<file path="config.mk">
export PLATFORM = sky130hd
export DESIGN_NAME = wb_regfile_flat
export DESIGN_NICKNAME = d
export VERILOG_FILES = /design/src/rtl/wb_regfile_if.sv /design/src/rtl/wb_regfile.sv /design/src/flat_wrapper.sv
export SDC_FILE = /design/constraint.sdc
export NUM_CORES = 2
export LEC_CHECK = 0
export CAP_MARGIN = 40
export CORE_ASPECT_RATIO = 1.5
export CORE_MARGIN = 2
export CORE_UTILIZATION = 62
export DETAILED_ROUTE_END_ITERATION = 12
export PLACE_DENSITY = 0.91
export SLEW_MARGIN = 5
export SYNTH_ARGS = -nofsm -noshare
export SYNTH_HDL_FRONTEND = slang
export SYNTH_SLANG_ARGS = --single-unit
</file>
<file path="constraint.sdc">
create_clock -name clk -period 62.6 [get_ports clk]
set_input_delay 12.52 -clock clk [delete_from_list [all_inputs] [get_ports clk]]
set_output_delay 12.52 -clock clk [all_outputs]
set_load 0.01 [all_outputs]
</file>
<file path="src/rtl/wb_regfile_if.sv">
// Write-back / register-read bundle between the MEM/WB stage, the decode stage and wb_regfile.
// The master drives the write-back and read requests; the slave is the register file.
interface wb_regfile_if #(
  parameter int unsigned DATA_W = 32,
  parameter int unsigned ADDR_W = 5
);
  logic              we;
  logic [ADDR_W-1:0] waddr;
  logic [DATA_W-1:0] wdata;
  logic              whilo;
  logic [DATA_W-1:0] hi_i;
  logic [DATA_W-1:0] lo_i;
  logic              re1;
  logic [ADDR_W-1:0] raddr1;
  logic [DATA_W-1:0] rdata1;
  logic              re2;
  logic [ADDR_W-1:0] raddr2;
  logic [DATA_W-1:0] rdata2;
  logic [DATA_W-1:0] hi_o;
  logic [DATA_W-1:0] lo_o;
  logic [15:0]       wr_count;

  modport master (
    output we, waddr, wdata, whilo, hi_i, lo_i, re1, raddr1, re2, raddr2,
    input  rdata1, rdata2, hi_o, lo_o, wr_count
  );

  modport slave (
    input  we, waddr, wdata, whilo, hi_i, lo_i, re1, raddr1, re2, raddr2,
    output rdata1, rdata2, hi_o, lo_o, wr_count
  );
endinterface

</file>
<file path="src/rtl/wb_regfile.sv">
// GPR file plus HI/LO pair fed by the MEM/WB stage, with two bypassed decode read ports
// and a bypassed HI/LO read port. Register 0 is hardwired to zero.
module wb_regfile #(
  parameter int unsigned DATA_W   = 32,
  parameter int unsigned ADDR_W   = 5,
  parameter int unsigned NUM_REGS = 32
) (
  input logic         clk,
  input logic         rst,
  wb_regfile_if.slave bus
);

  logic [DATA_W-1:0] regs_q [NUM_REGS];
  logic [DATA_W-1:0] hi_q;
  logic [DATA_W-1:0] lo_q;
  logic [15:0]       wr_count_q;

  logic [DATA_W-1:0] rdata1;
  logic [DATA_W-1:0] rdata2;
  logic [DATA_W-1:0] hi_rd;
  logic [DATA_W-1:0] lo_rd;
  logic              gpr_wr;

  assign gpr_wr = bus.we && (bus.waddr != '0);

  always_ff @(posedge clk or posedge rst) begin
    if (rst) begin
      for (int i = 0; i < NUM_REGS; i++) begin
        regs_q[i] <= '0;
      end
      hi_q       <= '0;
      lo_q       <= '0;
      wr_count_q <= '0;
    end else begin
      if (gpr_wr) begin
        regs_q[bus.waddr] <= bus.wdata;
        wr_count_q        <= wr_count_q + 16'd1;
      end
      if (bus.whilo) begin
        hi_q <= bus.hi_i;
        lo_q <= bus.lo_i;
      end
    end
  end

  // Enable is tested before the address so an undriven address cannot leak X when disabled.
  always_comb begin
    rdata1 = '0;
    rdata2 = '0;
    if (!rst && bus.re1 && (bus.raddr1 != '0)) begin
      rdata1 = (bus.we && (bus.waddr == bus.raddr1)) ? bus.wdata : regs_q[bus.raddr1];
    end
    if (!rst && bus.re2 && (bus.raddr2 != '0)) begin
      rdata2 = (bus.we && (bus.waddr == bus.raddr2)) ? bus.wdata : regs_q[bus.raddr2];
    end
  end

  always_comb begin
    hi_rd = '0;
    lo_rd = '0;
    if (!rst) begin
      hi_rd = bus.whilo ? bus.hi_i : hi_q;
      lo_rd = bus.whilo ? bus.lo_i : lo_q;
    end
  end

  assign bus.rdata1   = rdata1;
  assign bus.rdata2   = rdata2;
  assign bus.hi_o     = hi_rd;
  assign bus.lo_o     = lo_rd;
  assign bus.wr_count = wr_count_q;

endmodule
</file>
<file path="src/flat_wrapper.sv">
// flat-port wrapper written by rule: the top's interface ports become plain ports
module wb_regfile_flat 
#(
  parameter int unsigned DATA_W   = 32,
  parameter int unsigned ADDR_W   = 5,
  parameter int unsigned NUM_REGS = 32
)
  (clk, rst, bus_we, bus_waddr, bus_wdata, bus_whilo, bus_hi_i, bus_lo_i, bus_re1, bus_raddr1, bus_re2, bus_raddr2, bus_rdata1, bus_rdata2, bus_hi_o, bus_lo_o, bus_wr_count);
  wb_regfile_if #(.DATA_W(DATA_W), .ADDR_W(ADDR_W)) bus_i ();
  input logic clk;
  input logic rst;
  input wire logic [$bits(bus_i.we)-1:0] bus_we;
  input wire logic [$bits(bus_i.waddr)-1:0] bus_waddr;
  input wire logic [$bits(bus_i.wdata)-1:0] bus_wdata;
  input wire logic [$bits(bus_i.whilo)-1:0] bus_whilo;
  input wire logic [$bits(bus_i.hi_i)-1:0] bus_hi_i;
  input wire logic [$bits(bus_i.lo_i)-1:0] bus_lo_i;
  input wire logic [$bits(bus_i.re1)-1:0] bus_re1;
  input wire logic [$bits(bus_i.raddr1)-1:0] bus_raddr1;
  input wire logic [$bits(bus_i.re2)-1:0] bus_re2;
  input wire logic [$bits(bus_i.raddr2)-1:0] bus_raddr2;
  output wire logic [$bits(bus_i.rdata1)-1:0] bus_rdata1;
  output wire logic [$bits(bus_i.rdata2)-1:0] bus_rdata2;
  output wire logic [$bits(bus_i.hi_o)-1:0] bus_hi_o;
  output wire logic [$bits(bus_i.lo_o)-1:0] bus_lo_o;
  output wire logic [$bits(bus_i.wr_count)-1:0] bus_wr_count;
  assign bus_i.we = bus_we;
  assign bus_i.waddr = bus_waddr;
  assign bus_i.wdata = bus_wdata;
  assign bus_i.whilo = bus_whilo;
  assign bus_i.hi_i = bus_hi_i;
  assign bus_i.lo_i = bus_lo_i;
  assign bus_i.re1 = bus_re1;
  assign bus_i.raddr1 = bus_raddr1;
  assign bus_i.re2 = bus_re2;
  assign bus_i.raddr2 = bus_raddr2;
  assign bus_rdata1 = bus_i.rdata1;
  assign bus_rdata2 = bus_i.rdata2;
  assign bus_hi_o = bus_i.hi_o;
  assign bus_lo_o = bus_i.lo_o;
  assign bus_wr_count = bus_i.wr_count;
  wb_regfile #(.DATA_W(DATA_W), .ADDR_W(ADDR_W), .NUM_REGS(NUM_REGS)) u_core (.clk(clk), .rst(rst), .bus(bus_i));
endmodule
</file>
## Word level (Yosys, flattened, before mapping)

Cells that the tools add are included.

| cells by class | value |
|---|---|
| bitwise gates (word level) | 3 |
| add/subtract/negate cells | 1 |
| reduce and logical (&&, ||, !) cells | 12 |
| equal/unequal tests | 2 |
| multiplexer cells | 17 |
| order comparisons | 4 |

Operators by type and width:

| operator | number |
|---|---|
| 1024-bit bitwise mux | 1 |
| 32-bit 2-to-1 mux | 13 |
| 32-bit binary-select mux with 5-bit select | 2 |
| 32-bit demux with 5-bit select | 1 |
| 6-bit >= comparator (second input constant) | 3 |
| 5-bit inverter with 6-bit output | 3 |
| 16-bit by 1-bit adder with 16-bit output (second input constant) | 1 |
| 5-bit nonzero test | 3 |
| 5-bit == test | 2 |
| 1-bit logical AND | 8 |
| 6-bit by 1-bit less-than comparator with 1-bit output (second input constant) | 1 |
| 1-bit zero test | 1 |

| word-level totals | value |
|---|---|
| input port bits | 117 |
| bits in registers | 1104 |
| output and inout bits | 144 |
| word-level logic and storage cells | 74 |

## Longest topological paths before layout

| logic depth | value |
|---|---|
| depth in word-level cells | 6 |
| mapped depth | 9 |
| gate-level depth less buffers | 4 |

## Least setup slack after synthesis

Ideal clock, no wire load.

| path | value |
|---|---|
| kind | input -> output |
| start point | in rst |
| end point | out bus_lo_o[22] |
| buffers on the path | 1 |
| stages | 3 |
| arrival time | 47208 ps |
| setup slack | 2872 ps |
| data required time | 50080 ps |
| path through | inv_1 clkbuf_1 and2_1 |

| between the ends | value |
|---|---|
| cells in the longest elaborated chain, start to end | 1 |

RTL lines:

| item | RTL line | RTL |
|---|---|---|
| start, declared | flat_wrapper.sv:11 | `input logic rst;` |
| 32-bit 2-to-1 mux | wb_regfile.sv:61 | `if (!rst) begin` |
| end, declared | flat_wrapper.sv:25 | `output wire logic [$bits(bus_i.lo_o)-1:0] bus_lo_o;` |

Every way passes these cells.

## Worst setup path after layout

| path | value |
|---|---|
| start point | in bus_raddr1[1] |
| end point | out bus_rdata1[20] |

| between the ends | value |
|---|---|
| cells in the longest elaborated chain, start to end | 6 |
| elaborated cells between the ends (all ways) | 10 |
| those cells by class | eq/ne (1); mux (5); bitwise (1); reduce/logical (3) |

RTL lines:

| item | RTL line | RTL |
|---|---|---|
| start, declared | flat_wrapper.sv:19 | `input wire logic [$bits(bus_i.raddr1)-1:0] bus_raddr1;` |
| 5-bit inverter with 6-bit output (not written as such) | wb_regfile.sv:51 | `rdata1 = (bus.we && (bus.waddr == bus.raddr1)) ? bus.wdata : regs_q[bus.raddr1];` |
| 32-bit binary-select mux with 5-bit select | wb_regfile.sv:51 |  |
| 32-bit 2-to-1 mux (not written as such) (2 in a row) | wb_regfile.sv:51 |  |
| 32-bit 2-to-1 mux | wb_regfile.sv:51 |  |
| 32-bit 2-to-1 mux (*) | wb_regfile.sv:50 | `if (!rst && bus.re1 && (bus.raddr1 != '0)) begin` |
| end, declared | flat_wrapper.sv:22 | `output wire logic [$bits(bus_i.rdata1)-1:0] bus_rdata1;` |

Every way passes the cells marked *; elsewhere a longest branch is shown, timed or not. The select of a mux whose other input is x is not followed.

==> key figures <==
CTS
  – Clk buf depth: 3
  – Post-cts sizing count: 0
  – Worst-path clk slew: 0.07 ns
  – Clock Latency Late Sink: 0.70 ns
  – # clock sinks: 1104
  – Hold buffer count at cts: 0
  – H-tree depth: 3
  – CTS tree: done
  – TritonCTS buffer count: 106
  – Post-CTS Setup Bufs: 0
  – Root Driver: clkbuf_16

Global routing
  – Largest net degree at the start of global routing: 165
  – Total global-route track usage: 0.398
  – Vias in the first global route: 45095
  – Global route total overflow: 0
  – First-pass GRT wire length: 290000 microns
  – Antenna violations before repair: 12

Synthesis
  – Cells after Synth: 4204
  – Number of synthesized register bits: 1104
  – Syn. warnings: 0
  – Most used DFF post-synth: dfrtp_1
  – Share of the synthesized area in the top cell type: 0.461
  – Synthesized Nets: 4322
  – EDFF count, synth: 0
  – Mapped Area: 0.0600 sq mm
  – Top post-synthesis cells by area: dfrtp_1 (46%), mux2_2 (21%), mux4_2 (12%)
  – Synth area leader: dfrtp_1
  – Register area share after synthesis: 0.461
  – Count leader, synth: mux2_2
  – Mean Syn Cell Area: 14.3 sq um
  – Ys async rst share: 1.00
  – Synth top cells by count: mux2_2 (1120), dfrtp_1 (1104), mux2i_1 (384), mux4_2 (320), clkbuf_1 (227)
  – Library cells used by synthesis: 53

Timing
  – Relative slew slack: 0.323
  – Final Skew: 0.00159 ns
  – Count of pins over their slew limit: 0
  – RSZ-0062 raised after global routing: false
  – Peak Freq: 33.6 MHz
  – Setup violators final: 0
  – Min Hold Slack: 0.400 ns
  – Worst Max-Slew Pin Slew: 1.01 ns
  – Setup TNS: 0 ns
  – Hold Vio Cnt, Final: 0
  – Tmin final: 29.76 ns
  – Tcrit/Tclk final: 0.475

Routing
  – DR iter-0 viols: 5682
  – Vias: 42971
  – Final ANT Viol Nets: 0
  – Vias per cell: 7.66
  – Met2 routed WL: 87200 microns
  – Top Layer Used: met5
  – DRC viols: 0
  – DRT Wirelength: 197000 microns
  – Pre-antenna DRT Iters: 7
  – DRT met1 WL: 63500 microns
  – DR WL met3: 27800 microns
  – WL/cell: 35.2 microns

Setup path
  – Critical path launch point type: primary input
  – WP data required: 50.08 ns
  – Crit Path Max Fanout: 68
  – Critical path type: primary input to output pin
  – CP Capture Type: output pin
  – WP data arrival: 17.24 ns

Die
  – Initial Util: 0.626
  – Die footprint: 0.0993 sq mm
  – Row Count: 139
  – Die extent in x: 258 microns
  – Die Span Y: 385 microns
  – Core area: 0.0958 sq mm
  – Ports: 261

Power
  – P_leak: 29.6 nW
  – Maximum VDD drop: 0.0251 mV
  – Pwr per Cell Area: 30.9 mW/mm^2

Place
  – Final RePlAce weighted congestion: 0.875
  – PortBufs: 260
  – Placed wire-length estimate: 114000 microns

Finish
  – Layout Utilization: 0.703
  – Fin nets: 4366
  – Layout cells sized above 1: 0.453
  – Area grow syn2layout: 12.3%

Flow run
  – Max Cap Viol: 0

Min path
  – Hold WC Path Type: register to register

Run status
  – Outcome: complete, no violations
power by group:
part	leakage, nW	internal [mW]	switching [mW]
clock	1.77	0.389	0.293
sequential	14.1	0.845	0.106
combinational	13.7	0.249	0.198
cells by family (layout without fill, tap and decap cells):
group | Yosys count | in the layout | share of synthesized area
other | 0 | 10 | 0
AO/OA/AOI/OAI | 458 | 458 | 0.0712
buffers and inverters | 493 | 622 | 0.0395
AND/OR/NAND/NOR | 298 | 298 | 0.0298
adder cells (fa/ha/maj) | 1 | 1 | 0.000209
flip-flops | 1104 | 1104 | 0.461
XOR/XNOR | 25 | 25 | 0.00365
multiplexers | 1825 | 1825 | 0.395
sequential cells by signal, indices dropped and copies added (netlist names):
| register | flops |
|---|---|
| u_core.bus.wr_count | 16 |
| u_core.lo_q | 32 |
| u_core.hi_q | 32 |
| u_core.regs_q | 1024 |
layout by cell type (no fill, tap or decap), drive strengths merged, types with 2 or more instances in the layout:
cell              n
mux2           1121
dfrtp          1104
mux2i           384
mux4            320
clkdlybuf4s50   250
buf             167
clkbuf          150
a22oi           128
a221oi          128
and2             68
nand4            66
nand2b           66
a21oi            64
o41ai            64
o22ai            56
clkinv           23
nor2             23
nand2            21
nor2b            17
xor2             16
bufinv           12
inv              11
diode            10
xnor2             9
clkinvlp          9
a211oi            8
nand3             7
nand3b            5
nor3              5
nor3b             4
or2               4
nor4              4
and3              2
nand4b            2
or3               2
o21ai             2
o211ai            2
metrics by stage:
step           cells  setup WS, ns  area [sq um]  power, mW
6_report        5612         32.84         67300       2.08
5_1_grt         5604         32.51         67300       2.14
4_1_cts         5598         32.75         67300       2.07
3_5_place_dp    5405         32.81         63700       1.39
3_3_place_gp    5374         32.78         63000       1.35
2_1_floorplan   4204          2.87         60000       1.25
layout make-up:
cell class	count	area [sq um]
well taps	1269	1590
multi-input cells	2607	30200
repair buffers	421	4210
diodes	10	25.0
flip-flops and latches	1104	27600
clock inverters	47	603
fillers	5792	28500
inverters	8	37.5
clock buffers	146	3040
critical path, cell delays in order:
cell,delay [ns]
buf_8,0.50
buf_4,0.68
buf_4,0.28
buf_16,0.32
nor2b_4,0.75
buf_4,0.51
a221oi_1,0.17
a221oi_1,0.42
o41ai_2,0.19
clkbuf_4,0.25
clkdlybuf4s50_1,0.49
metal layers:
layer  up-vias  track usage
li1      16260            -
met1     21851        0.462
met2      3597        0.587
met3      1251        0.162
met4        12        0.317
met5         -     0.000975
worst paths after layout:
path,slack [ns],cells after the start,start,endpoint
min in group asynchronous,12.39,2,rst,u_core.hi_q[24]
setup / recovery,32.84,11,bus_raddr1[1],bus_rdata1[20]
setup reg to reg,61.01,4,u_core.bus.wr_count[0],u_core.bus.wr_count[15]
hold / removal,0.40,0,u_core.regs_q[996],u_core.regs_q[996]
max in group asynchronous,47.83,6,rst,u_core.regs_q[941]
hold reg to reg,0.40,0,u_core.regs_q[996],u_core.regs_q[996]
No activity file was read; power rests on OpenSTA's default activity.
